`src/rtl/regfile_port_scheduler_if.sv`:
```
// Request/grant bundle between the writeback/read requesters and the scheduler,
// plus the register-file facing write port and read-slot indication.
// Requesters drive through the master modport; the scheduler uses the slave modport.
interface regfile_port_scheduler_if;
    // ALU writeback requester
    logic        alu_req;
    logic [4:0]  alu_reg;
    logic [31:0] alu_data;
    logic        alu_gnt;

    // Load writeback requester
    logic        mem_req;
    logic [4:0]  mem_reg;
    logic [31:0] mem_data;
    logic        mem_gnt;

    // Operand-read stage
    logic        rd_req;
    logic        rd_gnt;

    // Register-file write port and read-slot indication
    logic        RegWrite;
    logic [4:0]  WriteRegister;
    logic [31:0] WriteData_reg;
    logic        rd_valid;

    modport master (
        output alu_req, alu_reg, alu_data,
        input  alu_gnt,
        output mem_req, mem_reg, mem_data,
        input  mem_gnt,
        output rd_req,
        input  rd_gnt,
        input  RegWrite, WriteRegister, WriteData_reg, rd_valid
    );

    modport slave (
        input  alu_req, alu_reg, alu_data,
        output alu_gnt,
        input  mem_req, mem_reg, mem_data,
        output mem_gnt,
        input  rd_req,
        output rd_gnt,
        output RegWrite, WriteRegister, WriteData_reg, rd_valid
    );
endinterface

```
`src/rtl/regfile_port_scheduler.sv`:
```
// Shares the register file's single write port and read-update slot among ALU, load and read stage.
// Latency: grant is combinational (0 cycles); write/read slot is issued on the next edge (1 cycle).
// Backpressure: a requester holds req/reg/data until its gnt; reads win after MAX_WR_BURST writes.
module regfile_port_scheduler #(
    parameter int MAX_WR_BURST = 4
) (
    input logic                      clk,
    input logic                      reset,
    regfile_port_scheduler_if.slave  bus
);

    // Counter must be able to hold MAX_WR_BURST itself.
    localparam int              BW      = $clog2(MAX_WR_BURST + 1);
    localparam logic [BW-1:0]   MAX_CNT = BW'(MAX_WR_BURST);

    // Which requester owns the port this cycle.
    typedef enum logic [1:0] {
        GNT_NONE = 2'd0,
        GNT_ALU  = 2'd1,
        GNT_MEM  = 2'd2,
        GNT_RD   = 2'd3
    } gnt_e;

    // Arbitration state: last write winner (0 = ALU, 1 = MEM) and consecutive write count.
    logic           r_rr_last;
    logic [BW-1:0]  r_burst_cnt;

    // Registered register-file interface.
    logic           r_reg_write;
    logic [4:0]     r_write_register;
    logic [31:0]    r_write_data;
    logic           r_rd_valid;

    // Combinational arbitration results.
    gnt_e           w_sel;
    logic           w_any_wr;
    logic           w_burst_full;

    assign w_any_wr     = bus.alu_req | bus.mem_req;
    assign w_burst_full = (r_burst_cnt == MAX_CNT);

    // Pick the owner of this cycle: a pending read pre-empts writes only once the
    // write burst has reached its limit (or when no write is asking), otherwise the
    // single write requester wins, and a write tie goes to whoever did not win last.
    // Nothing is granted while reset is held.
    always_comb begin
        w_sel = GNT_NONE;
        if (reset) begin
            w_sel = GNT_NONE;
        end else if (bus.rd_req && (w_burst_full || !w_any_wr)) begin
            w_sel = GNT_RD;
        end else if (bus.alu_req && !bus.mem_req) begin
            w_sel = GNT_ALU;
        end else if (bus.mem_req && !bus.alu_req) begin
            w_sel = GNT_MEM;
        end else if (bus.alu_req && bus.mem_req) begin
            w_sel = r_rr_last ? GNT_ALU : GNT_MEM;
        end else begin
            w_sel = GNT_NONE;
        end
    end

    assign bus.alu_gnt = (w_sel == GNT_ALU);
    assign bus.mem_gnt = (w_sel == GNT_MEM);
    assign bus.rd_gnt  = (w_sel == GNT_RD);

    // Issue the granted operation to the register file one edge after the grant;
    // address/data keep their last value on non-write cycles.
    always_ff @(posedge clk or posedge reset) begin
        if (reset) begin
            r_reg_write      <= 1'b0;
            r_write_register <= 5'd0;
            r_write_data     <= 32'd0;
            r_rd_valid       <= 1'b0;
        end else begin
            case (w_sel)
                GNT_ALU: begin
                    r_reg_write      <= 1'b1;
                    r_write_register <= bus.alu_reg;
                    r_write_data     <= bus.alu_data;
                    r_rd_valid       <= 1'b0;
                end
                GNT_MEM: begin
                    r_reg_write      <= 1'b1;
                    r_write_register <= bus.mem_reg;
                    r_write_data     <= bus.mem_data;
                    r_rd_valid       <= 1'b0;
                end
                GNT_RD: begin
                    r_reg_write      <= 1'b0;
                    r_rd_valid       <= 1'b1;
                end
                default: begin
                    r_reg_write      <= 1'b0;
                    r_rd_valid       <= 1'b0;
                end
            endcase
        end
    end

    // Remember the last write winner so a tie alternates; reset favours the ALU.
    always_ff @(posedge clk or posedge reset) begin
        if (reset) begin
            r_rr_last <= 1'b1;
        end else if (w_sel == GNT_ALU) begin
            r_rr_last <= 1'b0;
        end else if (w_sel == GNT_MEM) begin
            r_rr_last <= 1'b1;
        end
    end

    // Count back-to-back write grants, saturating, and clear on any non-write cycle.
    always_ff @(posedge clk or posedge reset) begin
        if (reset) begin
            r_burst_cnt <= '0;
        end else if ((w_sel == GNT_ALU) || (w_sel == GNT_MEM)) begin
            if (!w_burst_full) begin
                r_burst_cnt <= r_burst_cnt + 1'b1;
            end
        end else begin
            r_burst_cnt <= '0;
        end
    end

    assign bus.RegWrite      = r_reg_write;
    assign bus.WriteRegister = r_write_register;
    assign bus.WriteData_reg = r_write_data;
    assign bus.rd_valid      = r_rd_valid;

endmodule
```
`src/flat_wrapper.sv`:
```
// flat-port wrapper written by rule: the top's interface ports become plain ports
module regfile_port_scheduler_flat 
#(
    parameter int MAX_WR_BURST = 4
)
  (clk, reset, bus_alu_req, bus_alu_reg, bus_alu_data, bus_alu_gnt, bus_mem_req, bus_mem_reg, bus_mem_data, bus_mem_gnt, bus_rd_req, bus_rd_gnt, bus_RegWrite, bus_WriteRegister, bus_WriteData_reg, bus_rd_valid);
  regfile_port_scheduler_if bus_i ();
  input logic clk;
  input logic reset;
  input wire logic [$bits(bus_i.alu_req)-1:0] bus_alu_req;
  input wire logic [$bits(bus_i.alu_reg)-1:0] bus_alu_reg;
  input wire logic [$bits(bus_i.alu_data)-1:0] bus_alu_data;
  output wire logic [$bits(bus_i.alu_gnt)-1:0] bus_alu_gnt;
  input wire logic [$bits(bus_i.mem_req)-1:0] bus_mem_req;
  input wire logic [$bits(bus_i.mem_reg)-1:0] bus_mem_reg;
  input wire logic [$bits(bus_i.mem_data)-1:0] bus_mem_data;
  output wire logic [$bits(bus_i.mem_gnt)-1:0] bus_mem_gnt;
  input wire logic [$bits(bus_i.rd_req)-1:0] bus_rd_req;
  output wire logic [$bits(bus_i.rd_gnt)-1:0] bus_rd_gnt;
  output wire logic [$bits(bus_i.RegWrite)-1:0] bus_RegWrite;
  output wire logic [$bits(bus_i.WriteRegister)-1:0] bus_WriteRegister;
  output wire logic [$bits(bus_i.WriteData_reg)-1:0] bus_WriteData_reg;
  output wire logic [$bits(bus_i.rd_valid)-1:0] bus_rd_valid;
  assign bus_i.alu_req = bus_alu_req;
  assign bus_i.alu_reg = bus_alu_reg;
  assign bus_i.alu_data = bus_alu_data;
  assign bus_alu_gnt = bus_i.alu_gnt;
  assign bus_i.mem_req = bus_mem_req;
  assign bus_i.mem_reg = bus_mem_reg;
  assign bus_i.mem_data = bus_mem_data;
  assign bus_mem_gnt = bus_i.mem_gnt;
  assign bus_i.rd_req = bus_rd_req;
  assign bus_rd_gnt = bus_i.rd_gnt;
  assign bus_RegWrite = bus_i.RegWrite;
  assign bus_WriteRegister = bus_i.WriteRegister;
  assign bus_WriteData_reg = bus_i.WriteData_reg;
  assign bus_rd_valid = bus_i.rd_valid;
  regfile_port_scheduler #(.MAX_WR_BURST(MAX_WR_BURST)) u_core (.clk(clk), .reset(reset), .bus(bus_i));
endmodule
```
`config.mk`:
```
export PLATFORM = sky130hd
export DESIGN_NAME = regfile_port_scheduler_flat
export DESIGN_NICKNAME = d
export VERILOG_FILES = /design/src/rtl/regfile_port_scheduler_if.sv /design/src/rtl/regfile_port_scheduler.sv /design/src/flat_wrapper.sv
export SDC_FILE = /design/constraint.sdc
export NUM_CORES = 1
export LEC_CHECK = 0
export CAP_MARGIN = 5
export CORE_ASPECT_RATIO = 1.4
export CORE_UTILIZATION = 38
export DETAILED_ROUTE_END_ITERATION = 7
export GPL_ROUTABILITY_DRIVEN = 0
export PLACE_DENSITY = 0.81
export SYNTH_ARGS = -nofsm -noshare
export SYNTH_HDL_FRONTEND = slang
export SYNTH_SLANG_ARGS = --single-unit
```
`constraint.sdc`:
```
create_clock -name clk -period 2.15 [get_ports clk]
set_input_delay 0.645 -clock clk [delete_from_list [all_inputs] [get_ports clk]]
set_output_delay 0.645 -clock clk [all_outputs]
set_load 0.05 [all_outputs]
```
==> flow_metrics.py <==
metrics = {
    "routing": {
        "initialDrtViolationCount": 49,
        "vias_per_cell": 4.79,
        "final_antenna_net_count": 0,
        "route.detailed.drc": 0,
        "vias": 1883,
        "wl_um": 4960,
        "firstDrtPassIters": 5,
        "detail_route.wl_per_cell_um": 12.6,
    },
    "floorplanning": {
        "die-area_mm2": 0.00577,
        "io_pins": 121,
        "die-width_um": 64.5,
        "die-height_um": 89.5,
        "rows": 31,
        "core_mm2": 0.00520,
        "start_util_pct": 39.9,
    },
    "power_and_ir_drop": {
        "swShare_pct": 43.8,
        "pwr-share-clk_pct": 15.0,
        "pwr-share-seq_pct": 32.3,
        "peakVddDrop_mv": 0.575,
        "power.leakage_nw": 1.52,
        "p_int_w": 0.00205,
        "power_density_mw_per_mm2": 1030,
        "switchingPower_w": 0.00159,
        "combPwrFrac_pct": 52.7,
    },
    "flow_run": {
        "max-cap-violations": 0,
    },
    "placement": {
        "dp.cells": 382,
        "port_buffers": 120,
        "dp_hpwl_um": 3820,
    },
    "clocking": {
        "cts.htree.levels": 2,
        "clk_latency_ns": 0.29,
        "clk_pin_slew_ns": 0.08,
        "cts_tree": "yes",
        "cts_inserted_buffers": 5,
        "clock-root-buffer": "clkbuf_8",
        "postCtsHoldBufs": 0,
        "clock-sinks": 43,
        "cts_buffer_depth": 2,
    },
    "setup_path": {
        "required_ns": 1.50,
        "r2r_slack_ns": 0.21,
        "slowest_delay_ns": 0.38,
        "cpMaxStageDelayCell": "dfrtp_1",
        "crit_start": "u_core.r_burst_cnt[0]$_DFFE_PP0P_",
        "rr_worst_depth": 9,
        "startpoint_type": "register",
        "worstPathArrival_ns": 1.65,
        "r2r_end": "u_core.bus.WriteData_reg[6]$_DFFE_PP0P_",
        "regToRegStartpoint": "u_core.r_burst_cnt[0]$_DFFE_PP0P_",
        "criticalPathCategory": "register to primary output",
        "cp_max_fo": 5,
        "crit_chain": "inv_1, ha_2, o2bb2ai_2, nand2_2, a21o_1, ha_4, buf_12",
        "crit_path_end_kind": "primary output",
    },
    "global_route": {
        "grt-ovfl-total": 0,
        "grt_pass1_vias": 1887,
        "antenna_found_initial": 0,
        "grt-busiest-layer": "met2",
        "grt_usage_pct": 18.4,
        "grtUsageMet2_pct": 36.3,
        "grt_max_degree": 44,
        "met3_usage_pct": 5.10,
        "grt_first_pass_wirelength_um": 8140,
        "use_met1_pct": 18.3,
    },
    "final_layout": {
        "largest_register_ff_count": 32,
        "num-fill-cells": 451,
        "antenna_cells": 0,
        "syn2layout_area_growth_pct": 69.9,
        "drive_gt1_share_pct": 15.0,
        "fin_util_pct": 67.9,
        "fin_cells": 393,
        "fin_nets": 409,
    },
    "timing": {
        "fin_crit_sh_pct": 107,
        "period_needed_ns": 2.30,
        "worst_slew_pin_slew_ns": 0.523,
        "worst_slack_ns": -0.148,
        "rsz0062_at_grt": "yes",
        "worst_slew_margin_rel_pct": 65.1,
        "holdWs_ns": 0.490,
        "fin_tns_setup_ns": -0.336,
        "hold_viol": 0,
        "drv_slew": 0,
        "max_freq_mhz": 435,
        "fin_skew_ns": 0.00290,
        "setup-violations-final": 3,
    },
    "synthesis": {
        "synth_area_leaders": "dfrtp_1 (51%), mux2i_1 (18%), nand2_1 (7.8%)",
        "ys_warn_count": 0,
        "ys_seq_area_share_pct": 51.9,
        "syn_avg_cell_area_um2": 10.5,
        "synth_common_cells": "nand2_1 (43), dfrtp_1 (42), mux2i_1 (37)",
        "yosysMostFrequentCell": "nand2_1",
        "synth_nets": 280,
        "async_flop_share_pct": 100,
        "ys_ff_latch": 43,
        "ys.flop_type": "dfrtp_1",
        "yosysTopAreaCellShare_pct": 50.6,
        "yosysTopAreaCell": "dfrtp_1",
        "synth.distinct_cells": 22,
        "synth_edf_count": 0,
        "synth_cells": 197,
        "syn_area_mm2": 0.00208,
    },
    "status": {
        "status": "complete, but fails checks",
        "violations": "negative setup slack",
    },
    "worst_hold_path": {
        "holdCritStartpoint": "u_core.bus.WriteData_reg[12]$_DFFE_PP0P_",
        "hold_depth": 2,
        "min_to": "u_core.bus.WriteData_reg[12]$_DFFE_PP0P_",
        "min_path_type": "register to register",
    },
}
## worst max-delay path by stage
stage	to	slack (ns)	cells after the start
6_report	bus_mem_gnt	-0.15	7
5_1_grt	bus_alu_gnt	-0.24	7
4_1_cts	bus_mem_gnt	-0.17	7
3_5_place_dp	bus_mem_gnt	-0.52	6
3_3_place_gp	bus_mem_gnt	-0.42	6
2_1_floorplan	u_core.bus.WriteData_reg[0]$_DFFE_PP0P_	-0.008	8
## stage by stage
stage / area (um^2) / setup slack (ns) / total power [W]
after floorplan: 2080 / -0.00774 / 0.00238
after global placement: 3370 / -0.420 / 0.00306
after detailed placement: 3370 / -0.517 / 0.00310
after CTS: 3510 / -0.174 / 0.00368
after global routing: 3530 / -0.236 / 0.00385
final: 3530 / -0.148 / 0.00364
## cell families (layout without fill, tap and decap cells)
logic type                 Yosys count  in the layout  share of synthesized area [%]
muxes                               37             37                           17.8
buffers and inverters               17            147                           6.45
DFF                                 43             43                           51.9
AOI/OAI and AO/OA                   46             46                           12.0
adders and majority gates            4              4                           2.41
and+or+nand+nor                     49             49                           8.98
xor gates and xnor gates             1              1                          0.422
## repair_timing
item | 4_1_cts | 5_1_grt
pin swaps | 5 | 5
endpoints found under the setup margin | 40 | 5
setup buffers | 2 | 1
gates resized for setup | 15 | 2
## placed cells by master (no fill, tap or decap), drive strengths merged
cell type / Yosys / routed
dfstp: 1 / 1
dfrtp: 42 / 42
a21o: 2 / 2
o2111a: 1 / 1
clkdlybuf4s15: 0 / 2
clkbuf: 4 / 8
xnor2: 1 / 1
nor3: 1 / 1
inv: 5 / 5
buf: 8 / 31
o2bb2ai: 1 / 1
o21ai: 38 / 38
nand3: 1 / 1
clkdlybuf4s50: 0 / 97
nand2: 43 / 43
mux2i: 37 / 37
nor2: 4 / 4
dlygate4sd2: 0 / 2
ha: 4 / 4
dlymetal6s2s: 0 / 2
a2bb2oi: 1 / 1
a21oi: 3 / 3
## final cells by class
type	count	area (um^2)	share of cell area (%)
multi-input cells	137	906	25.7
well taps	66	82.6	2.34
repair buffers	134	1340	38.1
clock buffers	8	100	2.84
inverters	5	18.8	0.532
flip-flops and latches	43	1080	30.5
## worst max-delay path: cells and delay by family, from the launching register on
family	cells	cell delay (ns)
simple gates	1	0.10
buf+inv	2	0.21
compound gates	2	0.30
fa+ha+maj	2	0.37
flops	1	0.38
## power by group through the flow
| stage | clock (W) | sequential [W] | combinational, W |
|---|---|---|---|
| after floorplan | 0 | 0.00197 | 0.000414 |
| after global placement | 0 | 0.00118 | 0.00188 |
| after detailed placement | 0 | 0.00119 | 0.00191 |
| after CTS | 0.000567 | 0.00118 | 0.00193 |
| after global routing | 0.000603 | 0.00121 | 0.00204 |
| final | 0.000546 | 0.00117 | 0.00192 |
## metal layers
metal  routed length, um  part of all wire (%)
met2                2700                    54
met4                  69                   1.4
met3                 336                   6.8
met5                   0                     0
met1                1860                    37
Power figures use the tool's default switching activity.
